**src/rtl/ssp_tx_serializer.sv**
```systemverilog
// SSP transmit serializer: pops words from a first-word-fall-through FIFO and
// shifts them out MSB first behind a one-period frame sync, on a PCLK/2 serial clock.
module ssp_tx_serializer #(
  parameter int unsigned WIDTH = 8
) (
  input  logic             PCLK,
  input  logic             CLEAR_B,
  input  logic             tx_fifo_empty,
  input  logic [WIDTH-1:0] TxData,
  output logic             read_fifo,
  output logic             SSPCLKOUT,
  output logic             SSPFSSOUT,
  output logic             SSPTXD,
  output logic             SSPOE_B,
  output logic             tx_busy
);

  localparam int unsigned CW = (WIDTH > 1) ? $clog2(WIDTH) : 1;
  localparam logic [CW-1:0] CNT_LAST     = CW'(WIDTH - 1);
  localparam logic [CW-1:0] CNT_PRE_LAST = CW'(WIDTH - 2);

  typedef enum logic [1:0] {
    IDLE,
    SYNC,
    SHIFT
  } state_e;

  state_e           state_q, state_d;
  logic [CW-1:0]    cnt_q, cnt_d;
  logic [WIDTH-1:0] sh_q, sh_d;
  logic             sclk_q, sclk_d;
  logic             fss_q, fss_d;
  logic             txd_q, txd_d;
  logic             oe_b_q, oe_b_d;
  logic             launch;

  // The serial clock is high in the cycle before it falls, so that cycle's
  // rising PCLK edge is the launch edge.
  assign launch = sclk_q;

  always_comb begin
    state_d   = state_q;
    cnt_d     = cnt_q;
    sh_d      = sh_q;
    sclk_d    = ~sclk_q;
    fss_d     = fss_q;
    txd_d     = txd_q;
    oe_b_d    = oe_b_q;
    read_fifo = 1'b0;

    if (launch) begin
      unique case (state_q)
        IDLE: begin
          if (!tx_fifo_empty) begin
            sh_d      = TxData;
            read_fifo = 1'b1;
            fss_d     = 1'b1;
            oe_b_d    = 1'b0;
            state_d   = SYNC;
          end
        end
        SYNC: begin
          fss_d   = 1'b0;
          txd_d   = sh_q[WIDTH-1];
          sh_d    = sh_q << 1;
          cnt_d   = '0;
          state_d = SHIFT;
        end
        SHIFT: begin
          if (cnt_q != CNT_LAST) begin
            txd_d = sh_q[WIDTH-1];
            sh_d  = sh_q << 1;
            cnt_d = cnt_q + 1'b1;
            // Launching bit 0: the next word's frame sync rides alongside it.
            if ((cnt_q == CNT_PRE_LAST) && !tx_fifo_empty) begin
              sh_d      = TxData;
              read_fifo = 1'b1;
              fss_d     = 1'b1;
              state_d   = SYNC;
            end
          end else begin
            txd_d   = 1'b0;
            oe_b_d  = 1'b1;
            state_d = IDLE;
          end
        end
        default: state_d = IDLE;
      endcase
    end
  end

  always_ff @(posedge PCLK or negedge CLEAR_B) begin
    if (!CLEAR_B) begin
      state_q <= IDLE;
      cnt_q   <= '0;
      sh_q    <= '0;
      sclk_q  <= 1'b0;
      fss_q   <= 1'b0;
      txd_q   <= 1'b0;
      oe_b_q  <= 1'b1;
    end else begin
      state_q <= state_d;
      cnt_q   <= cnt_d;
      sh_q    <= sh_d;
      sclk_q  <= sclk_d;
      fss_q   <= fss_d;
      txd_q   <= txd_d;
      oe_b_q  <= oe_b_d;
    end
  end

  assign SSPCLKOUT = sclk_q;
  assign SSPFSSOUT = fss_q;
  assign SSPTXD    = txd_q;
  assign SSPOE_B   = oe_b_q;
  assign tx_busy   = (state_q != IDLE);

endmodule

```
**config.mk**
```make
export PLATFORM = sky130hd
export DESIGN_NAME = ssp_tx_serializer
export DESIGN_NICKNAME = d
export VERILOG_FILES = /design/src/rtl/ssp_tx_serializer.sv
export SDC_FILE = /design/constraint.sdc
export NUM_CORES = 1
export LEC_CHECK = 0
export CORE_UTILIZATION = 45
export CTS_BUF_LIST = sky130_fd_sc_hd__clkbuf_4
export DETAILED_ROUTE_END_ITERATION = 6
export MAX_ROUTING_LAYER = met4
export PLACE_DENSITY = 0.67
export SLEW_MARGIN = 10
export SYNTH_ARGS = -nofsm -noshare
export SYNTH_HDL_FRONTEND = slang
export SYNTH_SLANG_ARGS = --single-unit
```
**constraint.sdc**
```tcl
create_clock -name PCLK -period 1.9 [get_ports PCLK]
set_input_delay 0.38 -clock PCLK [delete_from_list [all_inputs] [get_ports PCLK]]
set_output_delay 0.38 -clock PCLK [all_outputs]
set_load 0.005 [all_outputs]
```
==> results.json <==
{
  "critPathTopFamily": "flip-flops",
  "ir_drop_mv": 0.826,
  "grt_pass1_vias": 906,
  "critPathBufInv": 1,
  "cp-start-kind": "register",
  "area_delta_synth_final_pct": 32.4,
  "maxSlewHeadroom": 0.713,
  "antenna_found_initial": 0,
  "regArea_um2": 427,
  "synth_ff_type": "dfrtp_1",
  "die_x_um": 49.8,
  "drv_cap": 0,
  "wl_per_cell_um": 14.5,
  "post-dp-hpwl_um": 1760,
  "async_reset_ff_frac": 1.00,
  "wirelength_um": 2360,
  "finalSetupViolCount": 0,
  "via_count": 904,
  "finalInstanceArea_mm2": 0.00136,
  "cts-root-buf": "clkbuf_4",
  "finalHoldViolCount": 0,
  "clock-sinks": 17,
  "critical_path_required_ps": 1520,
  "nets": 156,
  "drc": 0,
  "ys_seq_area_frac": 0.414,
  "min_period_ps": 1850,
  "leakage_uw": 0.000607,
  "clk_pin_slew_ps": 110,
  "multi_input_area_um2": 554,
  "drive_gt1_frac": 0.243,
  "fill_cells": 171,
  "ys_seq_elements": 17,
  "clockBufferDepth": 2,
  "max_stage_delay_ps": 410,
  "coreArea_mm2": 0.00206,
  "grt_pass1_wl_um": 4000,
  "start_util": 0.499,
  "cts_tree": "built",
  "synth_cell_type_count": 32,
  "antennaDiodeCount": 0,
  "cts_buffers": 3,
  "end_kind": "output pin",
  "drtPass1Iterations": 4,
  "ios": 17,
  "cp.arrival_ps": 1470,
  "whs_ps": 371,
  "worstSkewPairLatency_ps": 300,
  "reg2regPathDepth": 7,
  "dpl_cell_area_mm2": 0.00129,
  "dieArea_mm2": 0.00248,
  "grt_max_degree": 11,
  "yosys_warnings": 0,
  "hold_path_class": "in -> async",
  "place_congestion": 0.851,
  "status": "complete, no violations",
  "final.period_utilization": 0.971,
  "worst_pin_slew_ps": 429,
  "postRouteAntennaNets": 0,
  "io_buffers": 16,
  "syn_nets": 125,
  "path_cells": "ha_2 -> ha_4 -> nand3b_1 -> a21oi_1 -> buf_2",
  "synth_edf_count": 0,
  "slowest_stage": "dfrtp_1",
  "synthCells": 106,
  "grt_setup_unrepaired": "yes",
  "htreeDepth": 1,
  "viasPerCell": 5.55,
  "drt-initial-drc-count": 8,
  "grt_usage": 0.221,
  "syn_area_mm2": 0.00103,
  "num_rows": 16,
  "overflow": 0,
  "cellPowerDensity_mw_per_mm2": 1390,
  "crit_type": "reg -> out",
  "finalMaxSlewViolations": 0,
  "path_depth": 5,
  "syn_area_per_cell_um2": 9.71,
  "skew_ps": 14.0,
  "dieHeight_um": 49.8,
  "cp_max_fo": 2,
  "power.total_uw": 1890,
  "max_freq_mhz": 542
}
-- cells in the mapped netlist (2+ instances only) --
cell type	number	share of area
dfrtp_1	16	0.39
inv_1	11	0.040
a21oi_1	10	0.049
o21ai_1	9	0.044
ha_1	8	0.097
a31oi_1	7	0.043
nand3_1	7	0.034
nand2_1	5	0.018
a22o_1	4	0.034
o21ai_0	4	0.019
buf_2	3	0.015
nand2b_1	2	0.012
-- cell families after synthesis --
family                     count (synthesis)  synth area share
AOI/OAI and AO/OA                         41             0.256
adders and majority gates                  8            0.0972
buffers and inverters                     17            0.0765
DFF                                       17             0.414
muxes                                      3            0.0352
and+or+nand+nor                           20             0.120
-- per-stage QoR --
| step | setup slack, ps | setup TNS, ps | util | instances |
|---|---|---|---|---|
| 2_1_floorplan | 194 | 0 | - | 106 |
| 3_3_place_gp | -196 | -196 | 0.626 | 157 |
| 3_5_place_dp | -225 | -225 | 0.626 | 157 |
| 4_1_cts | -64.7 | -64.7 | 0.647 | 162 |
| 5_1_grt | -37.8 | -37.8 | 0.661 | 163 |
| 6_report | 54.5 | 0 | 0.661 | 163 |
-- worst paths after layout --
kind / start / endpoint / slack (ps)
setup / recovery: cnt_q[1] / read_fifo / 50
hold / removal: CLEAR_B / state_q[0] / 370
setup reg to reg: cnt_q[1] / state_q[1] / 100
hold reg to reg: SSPOE_B / SSPOE_B / 490
max in group asynchronous: CLEAR_B / SSPTXD / 1020
min in group PCLK: SSPOE_B / SSPOE_B / 490
-- state kept, by name, indices dropped and copies added (netlist names) --
signal     cells
sh_q           8
cnt_q          3
state_q        2
SSPCLKOUT      1
SSPFSSOUT      1
SSPOE_B        1
SSPTXD         1
-- repair_timing --
action,in CTS,in global routing
pin swaps,1,3
cloned,0,0
endpoints found under the setup margin,2,1
buffers inserted,1,1
hold buffers,0,0
resized for setup,8,7
-- where the power goes --
part           internal (uW)  switching (uW)
clock                   96.1             116
combinational            528             548
sequential               515            90.5
total                   1140             755
-- layout make-up --
type                       count  share of cell area
multi-input combinational     72               0.406
tap                           27              0.0248
timing repair buffer          32               0.204
sequential                    17               0.313
inverter                      11              0.0303
clock buffer                   4              0.0220
-- cells in the final DEF (no fill, tap or decap), drive strengths merged, types with 5 or more instances in the layout --
cell and n:
buf 17, dfrtp 16, clkdlybuf4s50 14, o21ai 13
a21oi 11, inv 11, ha 8, nand3 7
a31oi 7, nand2 5
-- layer usage --
layer  global-route usage  up-vias  routed length, um
met5                    -        -                  0
met4               0.0571        0                 12
met3               0.0556        2                106
met2                0.356       23               1190
met1                0.276      436               1040
li1                     -      443                  -
Power figures use the tool's default switching activity.
